[src/rtl/dfi_wr_datapath.sv]
// DFI write-data path: queues issued write commands, times each burst by its
// sampled write latency and streams write-buffer beats onto the DFI data bus.
module dfi_wr_datapath #(
  parameter  int DQ_WIDTH  = 32,
  parameter  int MAX_WL    = 15,
  parameter  int CMD_DEPTH = 4,
  localparam int WL_W      = $clog2(MAX_WL + 1),
  localparam int DW        = 2 * DQ_WIDTH,
  localparam int MW        = DW / 8
) (
  input  logic            clk,
  input  logic            rst,
  input  logic [WL_W-1:0] cfg_t_wl,
  input  logic            cfg_bl8,
  input  logic            wr_issue,
  output logic            cmd_full,
  input  logic            wdata_valid,
  output logic            wdata_ready,
  input  logic [DW-1:0]   wdata,
  input  logic [MW-1:0]   wstrb,
  output logic            dfi_wrdata_en,
  output logic [DW-1:0]   dfi_wrdata,
  output logic [MW-1:0]   dfi_wrdata_mask,
  output logic            busy,
  output logic            err_underflow,
  output logic            err_overflow,
  input  logic            err_clr
);

  localparam int CW = $clog2(CMD_DEPTH + 1);

  typedef enum logic {S_IDLE, S_BURST} state_e;

  state_e          state_q, state_d;
  logic [1:0]      rem_q, rem_d;
  logic [CW-1:0]   count_q, count_d;
  logic [WL_W-1:0] cnt_q [CMD_DEPTH];
  logic [WL_W-1:0] cnt_d [CMD_DEPTH];
  logic            bl8_q [CMD_DEPTH];
  logic            bl8_d [CMD_DEPTH];
  logic            en_q, en_d;
  logic [DW-1:0]   data_q, data_d;
  logic [MW-1:0]   mask_q, mask_d;
  logic            uf_q, uf_d;
  logic            of_q, of_d;

  logic [WL_W-1:0] wl_eff;
  logic            head_due;
  logic            start;
  logic            beat_needed;
  logic            push_ok;
  logic [CW-1:0]   wr_idx;

  // Entry counters are loaded with wl-1 so the first beat lands exactly wl edges after issue.
  always_comb begin
    wl_eff = cfg_t_wl;
    if (cfg_t_wl == '0) begin
      wl_eff = WL_W'(1);
    end else if (int'(cfg_t_wl) > MAX_WL) begin
      wl_eff = WL_W'(MAX_WL);
    end
  end

  assign head_due    = (count_q != '0) && (cnt_q[0] == '0);
  assign start       = head_due && ((state_q == S_IDLE) || (rem_q == 2'd0));
  assign beat_needed = start || ((state_q == S_BURST) && (rem_q != 2'd0));
  assign push_ok     = wr_issue && ((count_q != CW'(CMD_DEPTH)) || start);
  assign wr_idx      = count_q - CW'(start);

  // Shift-register queue: entry 0 is the head; a pop shifts everything down one slot.
  always_comb begin
    for (int i = 0; i < CMD_DEPTH; i++) begin
      cnt_d[i] = (cnt_q[(start && (i < CMD_DEPTH - 1)) ? i + 1 : i] == '0) ? '0 :
                 cnt_q[(start && (i < CMD_DEPTH - 1)) ? i + 1 : i] - WL_W'(1);
      bl8_d[i] = bl8_q[(start && (i < CMD_DEPTH - 1)) ? i + 1 : i];
      if (push_ok && (wr_idx == CW'(i))) begin
        cnt_d[i] = wl_eff - WL_W'(1);
        bl8_d[i] = cfg_bl8;
      end
    end
    count_d = count_q - CW'(start) + CW'(push_ok);
  end

  always_comb begin
    // NOTE: every always_comb output gets a default first so no path can infer a latch.
    state_d = state_q;
    rem_d   = rem_q;
    data_d  = '0;
    mask_d  = '0;
    if (start) begin
      state_d = S_BURST;
      rem_d   = bl8_q[0] ? 2'd3 : 2'd1;
    end else if (state_q == S_BURST) begin
      if (rem_q != 2'd0) begin
        rem_d = rem_q - 2'd1;
      end else begin
        state_d = S_IDLE;
      end
    end
    en_d = beat_needed;
    if (beat_needed) begin
      data_d = wdata_valid ? wdata : '0;
      mask_d = wdata_valid ? ~wstrb : '1;
    end
    uf_d = (uf_q && !err_clr) || (beat_needed && !wdata_valid);
    of_d = (of_q && !err_clr) || (wr_issue && !push_ok);
  end

  // NOTE: the command queue is a handful of flops, so it is reset along with the control state.
  always_ff @(posedge clk or posedge rst) begin
    if (rst) begin
      state_q <= S_IDLE;
      rem_q   <= 2'd0;
      count_q <= '0;
      for (int i = 0; i < CMD_DEPTH; i++) begin
        cnt_q[i] <= '0;
        bl8_q[i] <= 1'b0;
      end
      en_q    <= 1'b0;
      data_q  <= '0;
      mask_q  <= '0;
      uf_q    <= 1'b0;
      of_q    <= 1'b0;
    end else begin
      // NOTE: non-blocking assignments keep every flop sampling pre-edge values.
      state_q <= state_d;
      rem_q   <= rem_d;
      count_q <= count_d;
      for (int i = 0; i < CMD_DEPTH; i++) begin
        cnt_q[i] <= cnt_d[i];
        bl8_q[i] <= bl8_d[i];
      end
      en_q    <= en_d;
      data_q  <= data_d;
      mask_q  <= mask_d;
      uf_q    <= uf_d;
      of_q    <= of_d;
    end
  end

  assign cmd_full        = (count_q == CW'(CMD_DEPTH));
  assign wdata_ready     = beat_needed;
  assign dfi_wrdata_en   = en_q;
  assign dfi_wrdata      = data_q;
  assign dfi_wrdata_mask = mask_q;
  assign busy            = (count_q != '0) || (state_q == S_BURST);
  assign err_underflow   = uf_q;
  assign err_overflow    = of_q;

endmodule

[config.mk]
export PLATFORM = sky130hd
export DESIGN_NAME = dfi_wr_datapath
export DESIGN_NICKNAME = d
export VERILOG_FILES = /design/src/rtl/dfi_wr_datapath.sv
export SDC_FILE = /design/constraint.sdc
export NUM_CORES = 1
export LEC_CHECK = 0
export BUFFER_PORTS_ARGS = -buffer_cell sky130_fd_sc_hd__buf_2
export CAP_MARGIN = 20
export CORE_MARGIN = 2
export CORE_UTILIZATION = 35
export DETAILED_ROUTE_END_ITERATION = 7
export GPL_TIMING_DRIVEN = 0
export PLACE_DENSITY = 0.6
export SYNTH_ARGS = -nofsm -noshare
export SYNTH_HDL_FRONTEND = slang
export SYNTH_SLANG_ARGS = --single-unit
[constraint.sdc]
create_clock -name clk -period 4.5 [get_ports clk]
set_clock_uncertainty 0.15 [all_clocks]
set_input_delay 0.675 -clock clk [delete_from_list [all_inputs] [get_ports clk]]
set_output_delay 0.675 -clock clk [all_outputs]
set_load 0.005 [all_outputs]
==> results of run 1 <==
==> routing by layer <==
layer  GRT usage (%)  up-vias  wire length (um)
li1                -     1369                 -
met1           17.38     1365              3446
met2           25.59      112              4312
met3           9.662       11               999
met4           5.244        0               125
met5               0        -                 0
==> cells in the mapped netlist, types with 2 or more instances <==
library cell	instances	area, um^2
o31ai_1	2	15.01
nor3_1	9	45.04
or2_2	5	31.28
xnor2_1	2	17.52
nor4b_1	3	26.28
a31oi_1	4	25.02
nand3_1	3	15.01
nor2b_1	2	12.51
nor4_1	2	12.51
nor2_1	9	33.78
xor2_1	2	17.52
a21oi_1	16	80.08
o22ai_1	2	12.51
inv_1	14	52.55
dfrtp_1	100	2502
ha_1	6	75.07
clkbuf_1	9	33.78
mux2i_1	19	190.2
nand2_1	5	18.77
o21a_1	3	22.52
mux2_2	10	112.6
and2_1	65	406.6
o21ai_0	4	20.02
==> path summary, 6_finish.rpt <==
check / end / depth (start not counted)
setup / recovery: bl8_q[1] / 10
hold / removal: dfi_wrdata_mask[2] / 2
setup reg to reg: bl8_q[1] / 10
hold reg to reg: bl8_q[0] / 1
max in group asynchronous: dfi_wrdata[30] / 3
min in group clk: dfi_wrdata_mask[5] / 2
==> cells by family after synthesis <==
kind of cell,synth area share (%)
AND/OR/NAND/NOR,17.25
flip-flops,63.88
AO/OA/AOI/OAI,5.366
multiplexers,8.112
buffers and inverters,2.587
adder cells (fa/ha/maj),1.916
XOR/XNOR,0.8944
==> area by class of cell <==
class / instances / area share, %
buffer: 11 / 0.9599
clock buffer: 12 / 2.855
clock inverter: 4 / 0.4922
inverter: 14 / 1.083
multi-input combinational: 185 / 25.84
sequential: 100 / 49.22
tap: 140 / 3.446
timing repair buffer: 159 / 16.10
==> state kept, by name, indices dropped and copies added (netlist names) <==
signal / cells
err_overflow: 1
dfi_wrdata_en: 1
dfi_wrdata: 64
err_underflow: 1
count_q: 3
bl8_q: 4
cnt_q: 16
dfi_wrdata_mask: 8
rem_q: 2
==> worst max-delay path, cell delays in order, from the launching register on <==
cell and delay [ns]:
dfrtp_1 0.45, or4_4 0.59, or3_4 0.37, buf_6 0.17, inv_1 0.06, ha_1 0.13, ha_1 0.15, xor2_1 0.44
nor3_1 0.09, nand3_1 0.29, mux2_2 0.38
==> per-stage QoR <==
stage | power [uW] | utilization (%)
after floorplan | 1952 | -
after global placement | 2304 | 44.85
after detailed placement | 2337 | 45.13
after CTS | 2867 | 46.69
after global routing | 3048 | 46.69
final | 2819 | 46.69
==> placed cells by master, fill, tap and decap left out, types with 10 or more instances in the layout <==
cell,n
dfrtp_1,100
and2_1,65
clkbuf_8,10
mux2_2,10
clkbuf_1,11
inv_1,13
a21oi_1,16
buf_2,158
mux2i_1,19
==> report_power, final <==
part	internal [uW]	total (uW)	switching (uW)	leakage, uW
Sequential	1140	1250	109	0.00128
Clock	215	517	302	0.0000824
Combinational	509	1050	543	0.00137
Total	1870	2820	954	0.00273
==> impl_results.md, run 1 <==
* Post-CTS resize count at 0
* Crit path launch: cnt_q[14]
* Fin Hold WS at around 0.26 ns
* Worst Setup End Kind: register
* Clock tree buffer depth at 2
* DRT Pass-1 Iters at 4
* H-tree lvl count at 3
* GR Overflow Total at 0
* Worst slew pin tran at between 0.7 and 0.8 ns
* # rows at 38
* TNS Setup at 0 ns
* CP Launch Type: register
* Worst setup slack after layout at approximately 1.1 ns
* Die Ht at ~110 um
* Synth Area per Inst at around 13 um^2
* Final setup fails at 0
* Number of global-route vias before repair at between 2,000 and 3,000
* Critical setup path kind: reg2reg
* Initial core utilization at between 30% and 40%
* First-pass GRT wire length at about 14,000 um
* CTS tree: done
* WP data arrival at 3.50 ns
* Fin crit period at around 3.4 ns
* IO buf count at 158
* Seq cells post-synth at 100
* Final WL at slightly below 9000 um
* Leak at about 0.0027 uW
* Drt initial violations at approximately 110
* Most used DFF post-synth: dfrtp_1
* WP data required at ~4.6 ns
* # nets final at 568
* FF+latch area at roughly 2500 um^2
* Final Cell Area at just over 5000 um^2
* Syn Inst Count at 310
* Worst-Skew Late Latency at approximately 0.38 ns
* Via count at around 2,900
* Highest clock rate at 0.2952 GHz
* YS warnings at 0
* Outcome: complete, no violations
* Unique masters post-synth at 37
* Fin. max-slew vios at 0
* Largest net degree at the start of global routing at 56
* Postcts setup bufs at 0
* TritonCTS Buffers at 9
* Die width at 109.8 um
* Clk slew on worst S/H paths at ~0.09 ns
* Sequential-to-total area share from yosys stat at 63.88%
* Pre-CTS WS at ~1.1 ns
* GRT Total Usage at between 10% and 20%
* Dpl cells at 609
* # IOs at 160
* Final ANT Viol Nets at 0
* Hold Crit Class: in2async
* Core footprint at approximately 11,000 um^2
* Number of remaining DRC errors at 0
* Crit Reg-Reg Startpoint: cnt_q[14]
* Post-synth EDFFs at 0
* Final std cells w/o fill at around 630
* Max-slew headroom at between 40% and 50%
* Antenna violations before repair at 0
* Clock sink count at 100
* Share of cells above drive strength 1 at around two fifths
* # fillers at about 1,000
* WL/cell at ~14 um
* CTS root buffer: clkbuf_8
* Vias per cell at between 4 and 5
* Final period utilization at 75.28%
* Die Area at approximately 12,000 um^2
* Cell Pwr Density at ~550 nW/um^2
* Diodes inserted at 0
* FFs w/ async S/R, synth at 100.0%
* Maximum VDD drop at about 0.27 mV
* Post-DP HPWL at between 6000 and 7000 um
* Reg2reg setup slack at 1.11 ns
* Multi-input gate area at 1314 um^2
* Max-cap viol count at 0
* Synth Net Count at roughly 400
* Crit Path Max Fanout at 10
* Routability cong. at 0.8038
* Mapped cell area at just under 4000 um^2
* Final hold vios at 0
* Cell Area, Placed at roughly 4900 um^2
* Area growth from synthesis to layout at 29.77%
* CTS Hold Bufs at 0
* Unrepaired setup endpoints after global routing: false
No activity file was read; power rests on OpenSTA's default activity.
==> inputs of run 2 (changes only) <==
clock period = 3.13 ns   (was 4.5 ns; I/O delays follow)
==> run 2 against run 1 <==
Against the previous run:
- non-clock buffer count rose by 8
- largest power group unchanged
- hold slack got worse by 0.15 ns
- first-iteration DRC count fell by 49%
- worst setup slack got worse by 1.0 ns
- routed wire length rose by 0.95%
- die area did not move
- cell area rose by 3.4%
- combinational power rose by 51%
- clock-buffer cell count fell by 3
==> impl_results.md, run 2 (synthesized netlist as in run 1, its figures left out) <==
* CP Buf/Inv Count at 2
* Crit path max-delay cell type: or4_4
* Core footprint at approximately 11,000 um^2
* Leak at approximately 0.0028 uW
* Worst-Skew Late Latency at roughly 0.38 ns
* Max-cap viol count at 0
* # IOs at 160
* Final setup fails at 0
* DRT Pass-1 Iters at 4
* Drt initial violations at 57
* WP data arrival at roughly 3.2 ns
* Final std cells w/o fill at 633
* Fin crit period at around 3.1 ns
* # nets final at ~580
* Outcome: complete, no violations
* CP Launch Type: register
* Antenna violations before repair at 0
* Vias per cell at between 4 and 5
* CTS root buffer: clkbuf_8
* WP data required at around 3.3 ns
* GRT Total Usage at between 10% and 20%
* WL/cell at ~14 um
* Cell Pwr Density at roughly 810 nW/um^2
* Final ANT Viol Nets at 0
* H-tree lvl count at 3
* Max reg flops at 64
* # rows at 38
* Dpl cells at between 600 and 700
* CP Cell Sequence: or4_4, or3_4, buf_6, inv_1, ha_1, ha_2, xor2_4, nor3_2, nand3_2, mux2_2
* Via count at about 2,900
* Number of global-route vias before repair at a little under 3,000
* CTS tree: done
* Hold Crit Class: in2reg
* Routability cong. at about 0.74
* Die width at about 110 um
* Final hold vios at 0
* Die Area at around 12,000 um^2
* First-pass GRT wire length at around 14,000 um
* Critical setup path kind: reg2reg
* Commonest non-fill, non-tap cell in the layout: buf_2
* GR Overflow Total at 0
* Clock sink count at 100
* TritonCTS Buffers at 9
* CP max stage delay at about 0.57 ns
* Commonest cells after routing, fill and taps aside: 158 x buf_2, 99 x dfrtp_1, 65 x and2_1
* Area growth from synthesis to layout at 34.24%
* IO buf count at approximately 160
* Final WL at 8968 um
* Clock tree buffer depth at 2
* Final core occ at 48.30%
* Post-DP HPWL at roughly 6800 um
* Crit Path Max Fanout at 10
* Largest delay share family, worst path: simple AND/OR/NAND/NOR gates
* Fin. max-slew vios at 0
* Worst slew pin tran at roughly 0.66 ns
* Number of remaining DRC errors at 0
* Largest net degree at the start of global routing at between 40 and 50
* Clk slew on worst S/H paths at about 0.090 ns
* Die Ht at 109.8 um
* Final period utilization at around 98%
* Worst Setup End Kind: register
* Highest clock rate at 0.3261 GHz
* Maximum VDD drop at about 0.42 mV
* Initial core utilization at about 36%
* Share of cells above drive strength 1 at a little over two fifths
* Diodes inserted at 0
* Max-slew headroom at between 50% and 60%
-- run 2: cell type report --
cell class	instances	area, um^2
Buffer	11	50.05
Clock buffer	9	123.9
Clock inverter	7	86.33
Fill cell	1046	5629
Inverter	14	56.30
Multi-Input combinational cell	185	1365
Sequential cell	100	2504
Tap cell	140	175.2
Timing Repair Buffer	167	898.4
-- run 2: metal layers --
metal  vias to the layer above  GRT usage, %  share of wire (%)  routed length, um
met1                      1349         17.61                 40               3578
met4                         0         7.052                1.9                171
met2                       117         25.07                 48               4284
met5                         -             0                  0                  0
met3                         9         7.765                 10                935
li1                       1387             -                  -                  -
-- run 2: worst paths after layout --
path	startpoint	to	slack, ns	depth (start not counted)
worst max-delay path	cnt_q[14]	bl8_q[2]	0.06	10
worst min-delay path	wstrb[4]	dfi_wrdata_mask[4]	0.11	2
worst max register to register	cnt_q[14]	bl8_q[2]	0.06	10
worst min register to register	bl8_q[0]	bl8_q[0]	0.37	1
max in group asynchronous	rst	cnt_q[14]	1.60	5
min in group asynchronous	rst	dfi_wrdata[39]	0.49	3
-- run 2: repair_timing --
item	CTS	global route
resized for setup	8	3
hold endpoints to repair	0	19
setup buffers	2	3
endpoints found under the setup margin	16	14
pin swaps	1	2
hold buffers	0	1
-- run 2: metrics by stage --
stage / total power, uW / setup TNS [ns] / hold WS, ns / setup WS (ns) / instance area (um^2)
after global routing: 4578 / -0.03263 / 0.08222 / -0.02124 / 5259
after detailed placement: 3349 / -1.743 / 0.3441 / -0.2433 / 4927
final: 4263 / 0 / 0.1067 / 0.06308 / 5259
after floorplan: 2806 / 0 / 0.3254 / 0.01714 / 3921
after global placement: 3311 / -2.016 / 0.3392 / -0.2575 / 4887
after CTS: 4300 / 0 / 0.07508 / 0.007892 / 5197
-- run 2: power by group --
group / switching [uW] / total, uW / internal, uW
clock: 479 / 858 / 380
combinational: 803 / 1590 / 789
sequential: 171 / 1810 / 1640
total: 1450 / 4260 / 2810
==> inputs of run 3 (changes only) <==
CORE_UTILIZATION = 48   (was 35)
PLACE_DENSITY = 0.79   (was 0.6)
SETUP_SLACK_MARGIN = 0.4   (was default)
==> run 3 against run 2 <==
Against the previous run:
- global-route usage rose by 6.7 points
- utilization rose by 20 points
- largest power group is now combinational logic
- clock power fell by 9.7%
- via count rose by 4.6%
- first-iteration DRC count rose by 91%
- critical path type unchanged
- sequential power barely moved
- non-clock buffer count rose by 5
==> impl_results.md, run 3 (synthesized netlist as in run 1, its figures left out) <==
* Hold Crit Class: in2async
* CP max stage delay at 0.55 ns
* Final Cell Area at 5334 um^2
* CTS tree: done
* IO buf count at between 150 and 200
* Max-slew headroom at around 45%
* Commonest non-fill, non-tap cell in the layout: buf_2
* Max reg flops at 64
* Via count at about 3,000
* WP data arrival at 2.94 ns
* Worst R2R Path Depth at 10
* Final ANT Viol Nets at 0
* Final Power at between 4000 and 5000 uW
* Maximum VDD drop at roughly 0.38 mV
* # IOs at between 150 and 200
* # nets final at approximately 580
* Critical setup path kind: reg2reg
* Largest net degree at the start of global routing at 40
* Final core occ at between 60% and 70%
* Vias per cell at approximately 5
* Initial core utilization at 50.18%
* Reg2reg setup slack at around 0.28 ns
* Max-cap viol count at 0
* Routability cong. at roughly 0.9
* Number of remaining DRC errors at 0
* WP data required at 3.22 ns
* Final std cells w/o fill at 600
* GR Overflow Total at 0
* CTS root buffer: clkbuf_8
* Final hold vios at 0
* Worst path most repeated cell: ha_4
* Diodes inserted at 0
* Final WL at approximately 9400 um
* Fin. max-slew vios at 0
* # rows at 32
* WL/cell at 15.68 um
* Antenna violations before repair at 0
* # fillers at about 580
* Share of cells above drive strength 1 at 45.18%
* Crit Path Max Fanout at 5
* Worst setup slack after layout at 0.2815 ns
* Switching Share at around a third
* Seq pwr share at around two fifths
* Leak at 0.002857 uW
* Clock power share at between 15 and 20%
* Int Power at roughly 3000 uW
* Crit Reg-Reg Startpoint: cnt_q[12]
* Drt initial violations at 109
* Area growth from synthesis to layout at 36.15%
* Worst slew pin tran at approximately 0.83 ns
* CTS Hold Bufs at 0
* Die Ht at ~94 um
* Final period utilization at around nine tenths
* Combinational share of power at between 40% and 50%
* First-pass GRT wire length at ~15,000 um
* Outcome: complete, no violations
* Worst-Skew Late Latency at 0.36 ns
* Clock sink count at 100
* Final setup fails at 0
* FF-to-FF End: cnt_q[12]
* GRT Total Usage at between 20% and 30%
* Clock tree buffer depth at 2
* Commonest cells after routing, fill and taps aside: 159 x buf_2, 100 x dfrtp_1, 65 x and2_1
* Die width at roughly 94 um
* Dpl cells at between 500 and 600
* CP Cell Sequence: or4_4, or3_4, buf_12, clkinv_4, ha_4, ha_4, xor2_4, nor4b_4, buf_4, mux2_4
* Psw at approximately 1600 uW
* Fin crit period at 2.848 ns
* Crit path max-delay cell type: or4_4
* Post-DP HPWL at ~6800 um
* Die Area at around 8900 um^2
* DRT Pass-1 Iters at 4
* Core footprint at between 7000 and 8000 um^2
* Unrepaired setup endpoints after global routing: true
* Cell Pwr Density at roughly 850 nW/um^2
* TritonCTS Buffers at 9
* Cell Area, Placed at roughly 5000 um^2
* Pre-CTS WS at -0.09447 ns
* Highest clock rate at approximately 0.35 GHz
* H-tree lvl count at 3
* Clk slew on worst S/H paths at around 0.10 ns
* Worst Setup End Kind: register
* CP Launch Type: register
* Number of global-route vias before repair at 3,128
==> run 3: cell types whose count changed in the layout (fill, tap and decap cells not counted), moves of 2 or more <==
cell,delta
mux2_2,-6
clkinvlp_4,-2
nor3_4,+2
buf_4,+3
buf_6,+2
inv_1,-2
mux2_4,+6
clkinv_4,+2
ha_4,+2
==> run 3: metal layers <==
metal | GRT usage (%) | vias up | wire, um
met5 | 0 | - | 0
met4 | 9.179 | 0 | 274
met3 | 8.779 | 28 | 882
met2 | 38.69 | 140 | 4785
met1 | 24.76 | 1429 | 3468
li1 | - | 1398 | -
==> run 3: timing repair <==
| item | 4_1_cts | 5_1_grt |
|---|---|---|
| setup endpoints to repair | 22 | 20 |
| setup buffers | 12 | 0 |
| resized for setup | 13 | 12 |
| pin swaps | 6 | 8 |
==> run 3: worst max path at each step <==
stage,start,to,slack (ns),depth (start not counted)
after floorplan,cnt_q[12],bl8_q[3],0.24,9
after global placement,count_q[2],cnt_q[12],-0.1,9
after detailed placement,count_q[2],cnt_q[12],-0.09,9
after CTS,cnt_q[13],cnt_q[12],0.26,10
after global routing,cnt_q[12],cnt_q[7],0.22,11
final,cnt_q[12],cnt_q[12],0.28,10
==> run 3: power by group through the flow <==
stage	combinational (uW)	clock, uW	sequential (uW)
after global routing	2150	848	1850
after CTS	1900	789	1800
after floorplan	1060	0	1850
final	1960	775	1810
after global placement	1580	0	1820
after detailed placement	1640	0	1830
==> run 3: critical path: cells and delay by family, from the launching register on <==
family,cells,cell delay (ns)
xor+xnor,1,0.28
buf+inv,3,0.35
simple gates,3,0.99
fa+ha+maj,2,0.27
flops,1,0.40
mux,1,0.30
==> run 3: layout make-up <==
cell class	count	area, um^2	area share [%]
flip-flops and latches	100	2502	46.92
well taps	102	127.6	2.393
clock buffers	11	141.4	2.651
inverters	14	61.31	1.149
plain buffers	11	62.56	1.173
repair buffers	172	944.7	17.71
multi-input cells	185	1449	27.16
clock inverters	5	45.04	0.8445
==> run 3: stage by stage <==
stage	TNS [ns]	hold slack (ns)
floorplan	0	0.3253
CTS	0	0.1018
global route	0	0.1026
finish	0	0.1096
global placement	-0.1842	0.3462
detailed placement	-0.1777	0.3489
